## config.mk

```make
export PLATFORM = sky130hd
export DESIGN_NAME = cp0_timer_ctrl_flat
export DESIGN_NICKNAME = d
export VERILOG_FILES = /design/src/rtl/cp0_timer_ctrl_if.sv /design/src/rtl/cp0_timer_ctrl.sv /design/src/flat_wrapper.sv
export SDC_FILE = /design/constraint.sdc
export NUM_CORES = 1
export LEC_CHECK = 0
export ABC_AREA = 1
export CORE_MARGIN = 10
export CORE_UTILIZATION = 50
export DETAILED_ROUTE_END_ITERATION = 10
export PLACE_DENSITY = 0.78
export REMOVE_ABC_BUFFERS = 1
export SYNTH_ARGS = -nofsm -noshare
export SYNTH_HDL_FRONTEND = slang
export SYNTH_SLANG_ARGS = --single-unit
```

## constraint.sdc

```tcl
create_clock -name clk -period 3 [get_ports clk]
set_clock_uncertainty 0.1 [all_clocks]
set_input_delay 0.3 -clock clk [delete_from_list [all_inputs] [get_ports clk]]
set_output_delay 0.3 -clock clk [all_outputs]
set_load 0.005 [all_outputs]
```

## src/rtl/cp0_timer_ctrl_if.sv

```systemverilog
// Bus between the M stage / interrupt bridge and coprocessor 0.
// The pipeline side drives the master modport and CP0 uses the slave modport.
interface cp0_timer_ctrl_if #(
  parameter int HW_INT_N = 6
);
  logic                we;
  logic [4:0]          addr;
  logic [31:0]         wdata;
  logic [31:0]         rdata;
  logic [31:0]         vpc;
  logic                bd_in;
  logic [4:0]          exc_code_in;
  logic [31:0]         bad_vaddr_in;
  logic [HW_INT_N-1:0] hw_int;
  logic                eret;
  logic [31:0]         epc_out;
  logic                req;
  logic                timer_irq;

  modport master (
    output we, addr, wdata, vpc, bd_in, exc_code_in, bad_vaddr_in, hw_int, eret,
    input  rdata, epc_out, req, timer_irq
  );

  modport slave (
    input  we, addr, wdata, vpc, bd_in, exc_code_in, bad_vaddr_in, hw_int, eret,
    output rdata, epc_out, req, timer_irq
  );
endinterface

```

## src/rtl/cp0_timer_ctrl.sv

```systemverilog
// Coprocessor 0 for the pipelined MIPS core: SR, Cause, EPC, BadVAddr,
// Count/Compare timer and PRId. Raises req in the same cycle an exception or
// unmasked interrupt is seen at M, and forwards the exception PC on epc_out.
module cp0_timer_ctrl #(
  parameter int          HW_INT_N = 6,
  parameter int          TIMER_EN = 1,
  parameter logic [31:0] PRID_VAL = 32'h0023_0700
) (
  input logic             clk,
  input logic             reset,
  cp0_timer_ctrl_if.slave bus
);

  localparam bit TMR = (TIMER_EN != 0);

  logic [7:0]  sr_im;
  logic        sr_exl;
  logic        sr_ie;
  logic        cause_bd;
  logic        cause_ti;
  logic [7:0]  cause_ip;
  logic [4:0]  cause_exc;
  logic [31:0] epc_q;
  logic [31:0] badvaddr_q;
  logic [31:0] count_q;
  logic [31:0] compare_q;

  logic [7:0]  ip_vec;
  logic        int_req;
  logic        exc_req;
  logic        req_c;
  logic [31:0] epc_fwd;
  logic        wr_ok;
  logic        ti_set;
  logic        ti_clr;

  // Pending-interrupt vector: external lines low, timer on the top bit.
  always_comb begin
    ip_vec                 = 8'h00;
    ip_vec[HW_INT_N-1:0]   = bus.hw_int;
    if (TMR) ip_vec[7]     = cause_ti;
  end

  // Exception/interrupt decision and write acceptance; req beats eret beats mtc0.
  always_comb begin
    int_req = sr_ie & ~sr_exl & (|(sr_im & ip_vec));
    exc_req = ~sr_exl & (bus.exc_code_in != 5'd0);
    req_c   = int_req | exc_req;
    epc_fwd = req_c ? (bus.bd_in ? (bus.vpc - 32'd4) : bus.vpc) : epc_q;
    wr_ok   = bus.we & ~req_c & ~bus.eret;
    ti_set  = TMR && (count_q == compare_q);
    ti_clr  = TMR && wr_ok && (bus.addr == 5'd11);
  end

  // Status, cause, EPC and BadVAddr updates.
  always_ff @(posedge clk) begin
    if (reset) begin
      sr_im      <= 8'h00;
      sr_exl     <= 1'b0;
      sr_ie      <= 1'b0;
      cause_bd   <= 1'b0;
      cause_ip   <= 8'h00;
      cause_exc  <= 5'd0;
      epc_q      <= 32'h0;
      badvaddr_q <= 32'h0;
    end else begin
      cause_ip <= ip_vec;
      if (req_c) begin
        sr_exl    <= 1'b1;
        cause_bd  <= bus.bd_in;
        cause_exc <= int_req ? 5'd0 : bus.exc_code_in;
        epc_q     <= epc_fwd;
        if (!int_req && (bus.exc_code_in == 5'd4 || bus.exc_code_in == 5'd5))
          badvaddr_q <= bus.bad_vaddr_in;
      end else if (bus.eret) begin
        sr_exl <= 1'b0;
      end else if (bus.we) begin
        case (bus.addr)
          5'd12: begin
            sr_im  <= bus.wdata[15:8];
            sr_exl <= bus.wdata[1];
            sr_ie  <= bus.wdata[0];
          end
          5'd14:   epc_q <= bus.wdata;
          default: ;
        endcase
      end
    end
  end

  // Free-running Count, Compare, and the sticky timer flag (clear beats set).
  always_ff @(posedge clk) begin
    if (reset) begin
      count_q   <= 32'h0;
      compare_q <= 32'hFFFF_FFFF;
      cause_ti  <= 1'b0;
    end else if (TMR) begin
      count_q <= (wr_ok && bus.addr == 5'd9) ? bus.wdata : count_q + 32'd1;
      if (ti_clr) compare_q <= bus.wdata;
      cause_ti <= ti_clr ? 1'b0 : (cause_ti | ti_set);
    end
  end

  // mfc0 read mux; unmapped registers and an absent timer read as zero.
  always_comb begin
    case (bus.addr)
      5'd8:    bus.rdata = badvaddr_q;
      5'd9:    bus.rdata = TMR ? count_q : 32'h0;
      5'd11:   bus.rdata = TMR ? compare_q : 32'h0;
      5'd12:   bus.rdata = {16'h0, sr_im, 6'h0, sr_exl, sr_ie};
      5'd13:   bus.rdata = {cause_bd, cause_ti, 14'h0, cause_ip, 1'b0, cause_exc, 2'b00};
      5'd14:   bus.rdata = epc_q;
      5'd15:   bus.rdata = PRID_VAL;
      default: bus.rdata = 32'h0;
    endcase
  end

  assign bus.req       = req_c;
  assign bus.epc_out   = epc_fwd;
  assign bus.timer_irq = cause_ti;

endmodule
```

## src/flat_wrapper.sv

```systemverilog
// flat-port wrapper written by rule: the top's interface ports become plain ports
module cp0_timer_ctrl_flat 
#(
  parameter int          HW_INT_N = 6,
  parameter int          TIMER_EN = 1,
  parameter logic [31:0] PRID_VAL = 32'h0023_0700
)
  (clk, reset, bus_we, bus_addr, bus_wdata, bus_vpc, bus_bd_in, bus_exc_code_in, bus_bad_vaddr_in, bus_hw_int, bus_eret, bus_rdata, bus_epc_out, bus_req, bus_timer_irq);
  cp0_timer_ctrl_if #(.HW_INT_N(HW_INT_N)) bus_i ();
  input logic clk;
  input logic reset;
  input wire logic [$bits(bus_i.we)-1:0] bus_we;
  input wire logic [$bits(bus_i.addr)-1:0] bus_addr;
  input wire logic [$bits(bus_i.wdata)-1:0] bus_wdata;
  input wire logic [$bits(bus_i.vpc)-1:0] bus_vpc;
  input wire logic [$bits(bus_i.bd_in)-1:0] bus_bd_in;
  input wire logic [$bits(bus_i.exc_code_in)-1:0] bus_exc_code_in;
  input wire logic [$bits(bus_i.bad_vaddr_in)-1:0] bus_bad_vaddr_in;
  input wire logic [$bits(bus_i.hw_int)-1:0] bus_hw_int;
  input wire logic [$bits(bus_i.eret)-1:0] bus_eret;
  output wire logic [$bits(bus_i.rdata)-1:0] bus_rdata;
  output wire logic [$bits(bus_i.epc_out)-1:0] bus_epc_out;
  output wire logic [$bits(bus_i.req)-1:0] bus_req;
  output wire logic [$bits(bus_i.timer_irq)-1:0] bus_timer_irq;
  assign bus_i.we = bus_we;
  assign bus_i.addr = bus_addr;
  assign bus_i.wdata = bus_wdata;
  assign bus_i.vpc = bus_vpc;
  assign bus_i.bd_in = bus_bd_in;
  assign bus_i.exc_code_in = bus_exc_code_in;
  assign bus_i.bad_vaddr_in = bus_bad_vaddr_in;
  assign bus_i.hw_int = bus_hw_int;
  assign bus_i.eret = bus_eret;
  assign bus_rdata = bus_i.rdata;
  assign bus_epc_out = bus_i.epc_out;
  assign bus_req = bus_i.req;
  assign bus_timer_irq = bus_i.timer_irq;
  cp0_timer_ctrl #(.HW_INT_N(HW_INT_N), .TIMER_EN(TIMER_EN), .PRID_VAL(PRID_VAL)) u_core (.clk(clk), .reset(reset), .bus(bus_i));
endmodule
```

==> flow_metrics.tcl <==
set metrics [dict create \
    status "finished clean" \
    cts_sinks 152 \
    cts_tree "built" \
    vias_per_cell 5.47 \
    antenna_left 0 \
    die_y_um 157 \
    period_needed_ns 2.90 \
    crit_path_frequent_cell "nand2_1" \
    wl_met1_um 14500 \
    clockBufferDepth 2 \
    critical_path.max_stage_delay_ns 0.51 \
    yosysWarnings 0 \
    ys_ff_latch 152 \
    min_from "reset" \
    grt_pass1_vias 10200 \
    die_w_um 157 \
    cap_viol_max_count 0 \
    drive_gt1_frac 0.0775 \
    drt_pass1_iterations 7 \
    r2r_setup_slack_ns 0.96 \
    worst_ir_drop_vdd_uv 383 \
    core_area_sq_um 18600 \
    setup_violations 0 \
    yosys.area.top_type "dfxtp_1" \
    powerDensity_nw_per_um2 439 \
    max_freq_mhz 345 \
    wl_met2_um 16300 \
    die_area_sq_um 24700 \
    rows 50 \
    hold_path.class "input port to flip-flop" \
    hpwl_um 25800 \
    grt_usage 0.276 \
    finalHoldViolCount 0 \
    post-route-cell-area_sq_um 12300 \
    routed.top_layer "met4" \
    cp_num_buf_inv 3 \
    synth_top_area_share 0.323 \
    wl_um 34800 \
    min_period_over_period 0.966 \
    htree_levels 4 \
    synth_cells 1547 \
    wl_met3_um 2660 \
    synth_edf_count 0 \
    ios 183 \
    start_util 0.506 \
    vias 10800 \
    whs_path_depth 3 \
    yosysSeqAreaShare 0.323 \
    max_slew.worst_pin.slew_ns 0.792 \
    clk_latency_ns 0.44 \
    timing.hold.ws_ns 0.319 \
    required_ns 2.60 \
    grt_pass1_wl_um 53800 \
    worstSetupPathType "flip-flop to output pin" \
    slowest_stage "clkdlybuf4s50_1" \
    dpl.cell_count 1942 \
    worstPathArrival_ns 2.50 \
    diodes 0 \
    maxSlewViolCount 0 \
    place_area_sq_um 11600 \
    final_cells 1976 \
    antenna_found_initial 0 \
    r2r_cells 11 \
    avgRoutedWirePerCell_um 17.6 \
    cts_buffers 17 \
    place.gp.congestion 0.979 \
    clkTransAtPathRegs_ns 0.06 \
    critical-path-top-delay-family "simple AND/OR/NAND/NOR gates" \
    syn2layout_area_growth_pct 30.7 \
    r2r-start "u_core.bus.timer_irq" \
    portBuffers 182 \
    cp-start-kind "flip-flop" \
    cp_cell_sequence "nand2_1 -> inv_1 -> nor2_1 -> nand2_1 -> nand2_4 -> nand2_4 -> buf_6 -> nand3_1 -> nand2_1 -> clkdlybuf4s50_1" \
    synthArstFlopShare 0 \
    critPathCaptureType "output pin" \
    gr-total-overflow 0 \
    yosys-top-cells-area "dfxtp_1 (32%), nand2_1 (18%), inv_1 (7.5%), nor2_1 (7.4%), nand3_1 (6.1%)" \
    synth_area_per_cell_sq_um 6.09 \
    yosysUniqueCellTypes 44 \
    slew_headroom 0.472 \
    cts_root_buffer "clkbuf_16" \
    nets 1848 \
    synth_area_sq_um 9430 \
    drtIter0Drc 956 \
    drc 0 \
    worst_r2r_endpoint "u_core.bus.timer_irq" \
    min_to "u_core.compare_q[20]" \
    postCtsHoldBufs 0 \
    tns_ns 0 \
    p_leak_nw 5.33 \
    ys.flop_type "dfxtp_1" \
    worstPathMaxFanout 17 \
    grt_max_degree 65 \
    rsz0062_at_grt "true" \
]
## Yosys cell counts, types with 2 or more instances
library cell and instances:
nand2_1 460, o211ai_1 4, nor2_1 185, o22ai_1 10
ha_1 2, buf_1 2, nand3_4 2, o21ai_1 35
xor2_1 12, nand2_2 4, nand3_1 115, buf_4 8
xnor2_1 15, buf_6 11, nor3_2 2, o21bai_1 3
o21ai_0 108, a21oi_1 106, clkbuf_1 25, or2_2 3
nand4_1 19, o2111ai_1 5, a221oi_1 2, clkinv_1 4
nor2_2 4, dfxtp_1 152, inv_1 189, nor2_4 7
nor3_1 12, nand2_4 3, buf_2 15, nand3_2 3
inv_2 5, o221ai_1 5
## metrics by stage
step                utilization  setup slack (ns)  total power, W
finish                    0.661             0.101         0.00540
global route              0.661          -0.00766         0.00559
CTS                       0.657            0.0328         0.00540
detailed placement        0.620          -0.00955         0.00295
global placement          0.620            0.0599         0.00294
floorplan                     -             0.917         0.00246
## flip-flops by register name, summed over array words and instances (netlist names)
name / cells
u_core.sr_ie: 1
u_core.bus.timer_irq: 1
u_core.cause_bd: 1
u_core.compare_q: 32
u_core.cause_exc: 5
u_core.sr_im: 8
u_core.cause_ip: 7
u_core.epc_q: 32
u_core.count_q: 32
u_core.sr_exl: 1
u_core.badvaddr_q: 32
## worst min-delay path, cell delays in order
cell	delay [ns]
buf_2	0.09
inv_2	0.23
nand3_1	0.18
## how the worst max path moves through the flow
stage	start	to	slack (ns)	cells past startpoint
after floorplan	reset	u_core.cause_exc[0]	0.92	3
after detailed placement	bus_addr[0]	bus_rdata[9]	-0.01	8
after global placement	bus_addr[4]	bus_rdata[9]	0.06	10
after global routing	bus_exc_code_in[1]	bus_epc_out[28]	-0.008	10
final	u_core.bus.timer_irq	bus_epc_out[17]	0.10	10
after CTS	bus_vpc[2]	bus_epc_out[20]	0.03	13
## kinds of logic after synthesis
kind of cell	Yosys count	share of synthesized area
adders and majority gates	2	0.00265
buffers and inverters	261	0.118
DFF	152	0.323
AOI/OAI and AO/OA	279	0.156
xor gates and xnor gates	27	0.0251
and+or+nand+nor	826	0.375
## metal layers
layer  vias to the layer above  global-route usage
met3                        79              0.0554
met2                       481               0.451
li1                       5304                   -
met5                         -                   0
met1                      4953               0.339
met4                         0               0.134
## cell type report
class	instances	area [sq um]
inverter	200	756
clock inverter	13	224
sequential	152	3040
timing repair buffer	224	2230
tap	234	293
clock buffer	19	453
multi-input combinational	1134	5320
fill	1745	6320
## timing repair
action / 4_1_cts / 5_1_grt
resized for setup: 1 / 25
pin swaps: 0 / 4
setup buffers: 0 / 2
endpoints found under the setup margin: 1 / 21
## placed cells by master (no fill, tap or decap), types with 10 or more instances in the layout
cell,count
a21oi_1,106
buf_4,33
clkbuf_16,17
clkdlybuf4s50_1,179
dfxtp_1,152
inv_1,185
inv_2,10
nand2_1,457
nand3_1,110
nand4_1,19
nor2_1,178
nor2_2,10
nor3_1,12
o21ai_0,106
o21ai_1,37
o22ai_1,10
xnor2_1,15
xor2_1,12
## power by group
part           total [W]  internal, W  switching [W]
logic           0.000802     0.000376       0.000426
clock network    0.00248      0.00160       0.000879
registers        0.00212      0.00208      0.0000409
Power figures use the tool's default switching activity.
